$ cat src/rtl/alu_pipe.sv
// alu_pipe: registered ALU with valid/ready handshakes on both sides, carry/zero/
// negative/overflow flags, a persistent carry for add-with-carry and a W-cycle
// shift-add multiplier.
module alu_pipe #(
    parameter int unsigned W   = 8,
    parameter int unsigned OPW = 4
) (
    input  logic           clk,
    input  logic           reset,
    input  logic           in_valid,
    output logic           in_ready,
    input  logic [OPW-1:0] op,
    input  logic [W-1:0]   a,
    input  logic [W-1:0]   b,
    output logic           out_valid,
    input  logic           out_ready,
    output logic [W-1:0]   result,
    output logic           carry,
    output logic           zero,
    output logic           neg,
    output logic           ovf,
    output logic           cflag
);

    localparam int unsigned CW = $clog2(W);
    localparam int unsigned PW = 2 * W;

    localparam logic [OPW-1:0] OP_PASS_A    = OPW'(0);
    localparam logic [OPW-1:0] OP_SHL       = OPW'(1);
    localparam logic [OPW-1:0] OP_SHR       = OPW'(2);
    localparam logic [OPW-1:0] OP_MAX       = OPW'(3);
    localparam logic [OPW-1:0] OP_SHIFT_ON  = OPW'(4);
    localparam logic [OPW-1:0] OP_ADD       = OPW'(5);
    localparam logic [OPW-1:0] OP_A_IS_ZERO = OPW'(6);
    localparam logic [OPW-1:0] OP_PASS_B    = OPW'(7);
    localparam logic [OPW-1:0] OP_INC       = OPW'(8);
    localparam logic [OPW-1:0] OP_DEC       = OPW'(9);
    localparam logic [OPW-1:0] OP_CLEAR     = OPW'(10);
    localparam logic [OPW-1:0] OP_SUB       = OPW'(11);
    localparam logic [OPW-1:0] OP_ADDC      = OPW'(12);
    localparam logic [OPW-1:0] OP_MUL       = OPW'(13);

    typedef enum logic {
        IDLE    = 1'b0,
        MUL_RUN = 1'b1
    } state_t;

    state_t         state;
    state_t         state_next;
    logic [CW-1:0]  cnt;
    logic [PW-1:0]  acc;
    logic [PW-1:0]  mcand;
    logic [W-1:0]   mplier;
    logic [PW-1:0]  mul_prod;
    logic           accept;
    logic           start_mul;
    logic           mul_last;

    logic [W:0]     sum;
    logic [W-1:0]   alu_res;
    logic           alu_c;
    logic           alu_o;
    logic           alu_z;
    logic           upd_cf;
    logic           reserved;

    // Single-cycle ALU: result, carry, overflow and whether the op updates cflag.
    always_comb begin
        sum      = '0;
        alu_res  = '0;
        alu_c    = 1'b0;
        alu_o    = 1'b0;
        upd_cf   = 1'b0;
        reserved = 1'b0;
        case (op)
            OP_PASS_A: begin
                alu_res = a;
            end
            OP_SHL: begin
                alu_res = {a[W-2:0], 1'b0};
                alu_c   = a[W-1];
                upd_cf  = 1'b1;
            end
            OP_SHR: begin
                alu_res = {1'b0, a[W-1:1]};
                alu_c   = a[0];
                upd_cf  = 1'b1;
            end
            OP_MAX: begin
                alu_c   = (a > b);
                alu_res = alu_c ? a : b;
            end
            OP_SHIFT_ON: begin
                alu_res = {a[W-2:0], b[0]};
                alu_c   = a[W-1];
                upd_cf  = 1'b1;
            end
            OP_ADD: begin
                sum     = {1'b0, a} + {1'b0, b};
                alu_res = sum[W-1:0];
                alu_c   = sum[W];
                alu_o   = (a[W-1] == b[W-1]) && (sum[W-1] != a[W-1]);
                upd_cf  = 1'b1;
            end
            OP_A_IS_ZERO: begin
                alu_c = (a == '0);
            end
            OP_PASS_B: begin
                alu_res = b;
            end
            OP_INC: begin
                sum     = {1'b0, a} + (W+1)'(1);
                alu_res = sum[W-1:0];
                alu_c   = sum[W];
                alu_o   = !a[W-1] && sum[W-1];
            end
            OP_DEC: begin
                sum     = {1'b0, a} - (W+1)'(1);
                alu_res = sum[W-1:0];
                alu_c   = sum[W];
                alu_o   = a[W-1] && !sum[W-1];
            end
            OP_CLEAR: begin
                alu_res = '0;
            end
            OP_SUB: begin
                sum     = {1'b0, a} - {1'b0, b};
                alu_res = sum[W-1:0];
                alu_c   = sum[W];
                alu_o   = (a[W-1] != b[W-1]) && (sum[W-1] != a[W-1]);
                upd_cf  = 1'b1;
            end
            OP_ADDC: begin
                sum     = {1'b0, a} + {1'b0, b} + (W+1)'(cflag);
                alu_res = sum[W-1:0];
                alu_c   = sum[W];
                alu_o   = (a[W-1] == b[W-1]) && (sum[W-1] != a[W-1]);
                upd_cf  = 1'b1;
            end
            OP_MUL: begin
                alu_res = '0;
            end
            default: begin
                reserved = 1'b1;
            end
        endcase
        alu_z = (alu_res == '0) && !reserved;
    end

    // Product including the current shift-add step.
    always_comb begin
        mul_prod = acc + (mplier[0] ? mcand : '0);
    end

    // FSM state register.
    always_ff @(posedge clk) begin
        if (reset) begin
            state <= IDLE;
        end else begin
            state <= state_next;
        end
    end

    // FSM next-state logic.
    always_comb begin
        state_next = state;
        case (state)
            IDLE:    if (start_mul) state_next = MUL_RUN;
            MUL_RUN: if (mul_last)  state_next = IDLE;
            default: state_next = IDLE;
        endcase
    end

    // FSM outputs: handshake and multiplier control.
    always_comb begin
        in_ready  = (state == IDLE) && (!out_valid || out_ready);
        accept    = in_valid && in_ready;
        start_mul = accept && (op == OP_MUL);
        mul_last  = (state == MUL_RUN) && (cnt == CW'(W - 1));
    end

    // Multiplier datapath: one shift-add step per cycle while running.
    always_ff @(posedge clk) begin
        if (reset) begin
            acc    <= '0;
            mcand  <= '0;
            mplier <= '0;
            cnt    <= '0;
        end else if (start_mul) begin
            acc    <= '0;
            mcand  <= {{W{1'b0}}, a};
            mplier <= b;
            cnt    <= '0;
        end else if (state == MUL_RUN) begin
            acc    <= mul_prod;
            mcand  <= mcand << 1;
            mplier <= mplier >> 1;
            cnt    <= cnt + CW'(1);
        end
    end

    // Output registers, valid flag and persistent carry.
    always_ff @(posedge clk) begin
        if (reset) begin
            result    <= '0;
            carry     <= 1'b0;
            zero      <= 1'b0;
            neg       <= 1'b0;
            ovf       <= 1'b0;
            cflag     <= 1'b0;
            out_valid <= 1'b0;
        end else if (mul_last) begin
            result    <= mul_prod[W-1:0];
            carry     <= |mul_prod[PW-1:W];
            zero      <= (mul_prod[W-1:0] == '0);
            neg       <= mul_prod[W-1];
            ovf       <= 1'b0;
            out_valid <= 1'b1;
        end else if (accept && !start_mul) begin
            result    <= alu_res;
            carry     <= alu_c;
            zero      <= alu_z;
            neg       <= alu_res[W-1];
            ovf       <= alu_o;
            out_valid <= 1'b1;
            if (upd_cf) cflag <= alu_c;
        end else if (out_ready) begin
            out_valid <= 1'b0;
        end
    end

endmodule

$ cat config.mk
export PLATFORM = sky130hd
export DESIGN_NAME = alu_pipe
export DESIGN_NICKNAME = d
export VERILOG_FILES = /design/src/rtl/alu_pipe.sv
export SDC_FILE = /design/constraint.sdc
export NUM_CORES = 1
export LEC_CHECK = 0
export ABC_AREA = 0
export CORE_ASPECT_RATIO = 1.25
export CORE_MARGIN = 2
export CORE_UTILIZATION = 44
export CTS_CLUSTER_SIZE = 30
export DETAILED_ROUTE_END_ITERATION = 7
export GPL_ROUTABILITY_DRIVEN = 0
export GPL_TIMING_DRIVEN = 0
export HOLD_SLACK_MARGIN = 0.08
export PLACE_DENSITY = 0.65
export RECOVER_POWER = 25
export SLEW_MARGIN = 15
export SYNTH_ARGS = -nofsm -noshare
export SYNTH_HDL_FRONTEND = slang
export SYNTH_SLANG_ARGS = --single-unit
$ cat constraint.sdc
create_clock -name clk -period 3.3 [get_ports clk]
set_input_delay 0.66 -clock clk [delete_from_list [all_inputs] [get_ports clk]]
set_output_delay 0.66 -clock clk [all_outputs]
set_load 0.02 [all_outputs]
* Word-level counts from Yosys, hierarchy flattened
Cells that the tools add are included.
** Storage, ports and cells
- Input port bits :: 24
- Register bits :: 58
- Logic and storage cells :: 96
- Output and inout bits :: 15
** Cells by class
- Bitwise gates (word level) :: 2
- Reductions and logical operators :: 30
- Eq/ne operators :: 19
- Muxes and demuxes :: 24
- Add/subtract/negate cells :: 7
- Order comparisons :: 1
** Operators by type and width (count)
- $pmux W8 S11 :: 1
- $mux W8 :: 7
- $eq A4 B4 Y1 const B :: 6
- $logic_not A8 Y1 :: 3
- $add A16 B16 Y16 :: 1
- $eq A4 B3 Y1 const B :: 4
- $mux W16 :: 1
- $reduce_or A14 Y1 :: 1
- $mux W1 :: 12
- $logic_and A1 B1 Y1 :: 11
- $add A8 B1 Y9 const B :: 1
- $add A8 B8 Y9 :: 1
- $add A9 B1 Y9 :: 1
- $pmux W1 S9 :: 1
- $sub A8 B1 Y9 const B :: 1
- $sub A8 B8 Y9 :: 1
- $eq A4 B2 Y1 const B :: 2
- $gt A8 B8 Y1 :: 1
- $reduce_or A8 Y1 :: 1
- $reduce_or A2 Y1 :: 3
- $reduce_or A6 Y1 :: 1
- $pmux W1 S5 :: 1
- $eq A4 B1 Y1 const B :: 1
- $logic_not A1 Y1 :: 4
- 11 further kinds :: 16

* Logic depth before layout (Yosys ltp)
- Word-level depth :: 9
- Depth in mapped cells :: 14
- Mapped depth without buffers :: 13

* Worst setup path after synthesis
No wires, ideal clock.
- Kind :: input -> register
- Start point :: input port a[0]
- End point :: register zero
- Slack :: 266 ps
- Buffers on the path :: 1
- Arrival time :: 2946 ps
- Cell stages on the path :: 12
- Data required time :: 3212 ps
- Cell sequence :: clkbuf_1 -> or3_1 -> or3_1 -> nor3_1 -> ha_1 -> nand3_1 -> o21ai_0 -> a222oi_1 -> o221ai_1 -> a21oi_1 -> nand4_1 -> o32ai_2
** Between the ends
- Longest elaborated chain between the ends :: 7
** Ends and longest elaborated chain
- from (decl) :: line 13 : input logic [W-1:0] a,
- $add A8 B8 Y9 or $gt A8 B8 Y1 (tied branches) :: line 99, 134, 90
- $add A9 B1 Y9 or $mux W8 (tied branches) :: line 134, 91
- $pmux W8 S11 * :: line 75 : case (op)
- $logic_not A8 Y1 * :: line 147 : alu_z = (alu_res == '0) && !reserved;
- $logic_and A1 B1 Y1 * :: line 147
- $mux W1 * :: line 219 : end else if (accept && !start_mul) begin
- $mux W1 * :: line 212 : end else if (mul_last) begin
- to (signal assigned) :: line 215 : zero <= (mul_prod[W-1:0] == '0);
- to (signal assigned) :: line 222 : zero <= alu_z;
- to (decl) :: line 19 : output logic zero,
Mark *: on every way between the ends. The rest lies on a longest branch, timed or not. The select of a mux whose other input is x is not followed.
A chain may end at the register's enable or synchronous reset.

* Worst setup path after layout
- Start point :: input port b[6]
- End point :: register carry
** Between the ends
- Longest elaborated chain between the ends :: 5
** Ends and longest elaborated chain
- from (decl) :: line 14 : input logic [W-1:0] b,
- $add A8 B8 Y9 :: line 99, 134
- $add A9 B1 Y9 :: line 134 : sum = {1'b0, a} + {1'b0, b} + (W+1)'(cflag);
- $pmux W1 S9 * :: line 75
- $mux W1 * :: line 219
- $mux W1 * :: line 212
- to (signal assigned) :: line 214 : carry <= |mul_prod[PW-1:W];
- to (signal assigned) :: line 221 : carry <= alu_c;
- to (decl) :: line 18 : output logic carry,
Marks and branches as above.

==> results by group <==
Timing
  • Slew HR: 45.6%
  • Setup ws final: -0.0254 ns
  • Fin Hold WS: 0.457 ns
  • Crit share post-route: 101%
  • Max Clk Rate: 0.301 GHz
  • Fin. Hold Viols: 0
  • RSZ-0062 raised after global routing: yes
  • Least-Margin Pin Slew: 0.816 ns
  • Final Setup Violations: 1
  • Skew final: 0.00784 ns
  • Max-slew violation count: 0
  • Period minus WS final: 3.33 ns

CTS
  • CTS Buf Count: 9
  • Clock transition at the registers of the reported paths: 0.05 ns
  • # clock sinks: 57
  • H-Tree Depth: 3
  • Longest Clk Path Bufs: 2
  • Root buf cell: clkbuf_16
  • Clk_lat worst skew: 0.33 ns
  • CTS tree: yes

Setup path
  • Crit-path cells: dlygate4sd2_1 > inv_1 > ha_1 > buf_6 > or2_2 > a2111o_1 > o211ai_1 > buf_4 > and4bb_1 > xor2_2 > a211oi_4 > a211o_1 > a21oi_2
  • R2r startpoint: mplier[0]
  • Critical path origin: b[6]
  • Critical path arrival: 3.53 ns
  • Critical setup path kind: in -> reg
  • RR Endpoint: carry
  • R2r worst-path depth: 12
  • Critical path's slowest cell: a2111o_1
  • R2r setup slk: 0.21 ns
  • Crit path max fanout: 9
  • Setup crit end kind: flop
  • Worst EP required: 3.50 ns
  • Startpoint types: input pin
  • Largest stage delay on the critical path: 0.37 ns

Pwr
  • Clock share of power: 40.7%
  • Power share of the combinational group: 28.3%
  • NetSw: 730 µW
  • Switch share: 31.6%
  • Pwr/cell area: 359 nW/µm²
  • Worst VDD drop: 0.000347 V
  • Leak: 0.00243 µW
  • Seq pwr share: 31.0%
  • Cell Int Power: 1580 µW

Synth
  • Dominant cells by area after synthesis: dfxtp_1, ha_1, mux2i_1, nor2_1, a21oi_1
  • Mapped Cells: 681
  • Post-synth EDFFs: 0
  • Yosys top cell area share: 21.7%
  • Ys flop type: dfxtp_1
  • Ys Warns: 0
  • Yosys cell types: 80
  • #FFs+latches synth: 57
  • Area leader, netlist: dfxtp_1
  • Post-synth net total: 747
  • Sequential share of the synthesized area: 21.7%
  • Netlist Area Pre-Place: 5260 µm²
  • Synth async-reset ratio: 0%
  • Syn avg cell area: 7.72 µm²

Floorplanning
  • Die width: 102 µm
  • Num rows: 44
  • DIE AREA: 12800 µm²
  • Core Area: 11600 µm²
  • IO Count: 39
  • Die H: 126 µm
  • Initial Util: 45.3%

Layout
  • Layout cell share with drive strength beyond 1: 14.9%
  • Final instance area: 6420 µm²
  • Area Overhead vs Synth: 22.2%
  • Final std cells w/o fill: 907
  • Final Net Count: 807
  • # diodes: 0

Routing
  • Routed len/inst: 18.6 µm
  • Final wirelength: 16800 µm
  • Via count: 5452
  • Number of remaining DRC errors: 0
  • Drt pass-1 iters: 6
  • Vias per inst: 6.01
  • Routed Antenna Nets: 0
  • Initial DRC Count: 481

Min path
  • Worst Hold Launch: mplier[1]
  • WHS Path Cells: 2
  • HP Class: reg -> reg
  • Hold EP: mplier[1]

Flow run
  • MaxCap Viol Count: 0

GRT
  • Vias in the first global route: 5174
  • Largest net degree at the start of global routing: 12
  • GRT Total Usage: 26.0%
  • Initial antenna violation count: 0
  • First-pass GRT wire length: 26300 µm
  • GRT overflow: 0

Placement
  • Port bufs: 37
  • HPWL after DPL: 13000 µm
  • Area post-placement: 5830 µm²
  • Dpl cells: 879

Status
  • Status: finished, violations left
  • Failing checks: negative setup slack
cells in the final DEF (no fill, tap or decap), drive strengths merged, types with 5 or more instances in the layout:
cell,n
a211oi,13
a21o,6
a21oi,61
a221oi,10
a22oi,22
a31oi,7
and2,18
buf,37
clkbuf,39
clkdlybuf4s50,8
dfxtp,57
dlygate4sd3,15
ha,39
inv,27
mux2i,32
nand2,46
nand2b,6
nand3,14
nand4,6
nor2,84
nor2b,13
nor3,18
nor3b,8
nor4,5
o211ai,8
o21ai,30
o22ai,5
xnor2,25
xor2,9
sequential cells by signal, indices dropped and copies added, names as in the netlist:
register	flops
out_valid	1
state	1
acc	16
zero	1
ovf	1
cflag	1
mcand	16
carry	1
cnt	3
result	8
mplier	8
synthesized netlist by cell type (all sizes together) (3+ instances only):
library cell and n:
nor2 84, a21oi 61, dfxtp 57, nand2 46, ha 39, mux2i 32
o21ai 30, inv 27, clkbuf 26, xnor2 25, a22oi 22, buf 21
and2 18, nor3 18, nand3 14, a211oi 13, nor2b 13, a221oi 10
xor2 9, nor3b 8, o211ai 8, a31oi 7, a21o 6, nand2b 6
nand4 6, nor4 5, o22ai 5, a2111oi 4, and3 4, o21a 4
o31ai 4, a211o 3, fa 3, o22a 3, o32ai 3, or2 3
or3 3
area by class of cell:
class	count	area, µm²
buffer	46	254
clock buffer	10	239
clock inverter	6	67.6
fill	1143	5190
inverter	27	101
multi-input combinational	550	3980
sequential	57	1140
tap	161	201
timing repair buffer	50	434
critical path, delay by kind of cell:
kind / cells / cell delay (ns)
AO/OA/AOI/OAI: 5 / 1.21
buffers and inverters: 4 / 0.72
AND/OR/NAND/NOR: 2 / 0.47
adder cells (fa/ha/maj): 1 / 0.29
XOR/XNOR: 1 / 0.17
stage by stage:
step	utilization (%)	power [µW]	setup WS (ns)	setup TNS [ns]
6_report	55.3	2310	-0.0254	-0.0254
5_1_grt	55.3	2400	-0.0460	-0.128
4_1_cts	54.2	2280	0.00528	0
3_5_place_dp	50.2	1300	-1.16	-9.16
3_3_place_gp	50.2	1300	-1.15	-8.76
2_1_floorplan	-	1110	0.266	0
power groups by stage:
| stage | Sequential [µW] | Combinational [µW] | Clock (µW) |
|---|---|---|---|
| 6_report | 715 | 653 | 938 |
| 4_1_cts | 716 | 612 | 949 |
| 2_1_floorplan | 746 | 364 | 0 |
| 3_5_place_dp | 731 | 572 | 0 |
| 5_1_grt | 716 | 699 | 983 |
| 3_3_place_gp | 730 | 566 | 0 |
how the worst max path moves through the flow:
stage                       end  slack [ns]  cells after the start
final                     carry       -0.03                     13
after global routing       zero       -0.05                     13
after CTS                  zero       0.005                     13
after detailed placement  carry       -1.16                     14
after global placement    carry       -1.15                     14
after floorplan            zero        0.27                     12
layer usage:
layer,track usage [%],up-vias,wire (µm)
li1,-,2598,-
met1,30.1,2543,6410
met2,44.4,241,8470
met3,4.61,70,999
met4,14.8,0,951
met5,0,-,0
kinds of logic (layout without fill, tap and decap cells):
logic type / Yosys count / count (layout) / share of synthesized area (%)
simple gates: 235 / 235 / 22.5
compound gates: 205 / 205 / 26.8
buf+inv: 74 / 139 / 6.26
flops: 57 / 57 / 21.7
fa+ha+maj: 42 / 42 / 10.4
xor+xnor: 34 / 34 / 5.81
mux: 34 / 34 / 6.52
repair_timing:
| item | CTS | global route |
|---|---|---|
| buffers inserted | 6 | 7 |
| pin swaps | 8 | 15 |
| gates resized for setup | 52 | 43 |
| setup endpoints to repair | 12 | 7 |
| hold buffers | 0 | 0 |
Note: power is estimated with default switching activity, not from simulation.
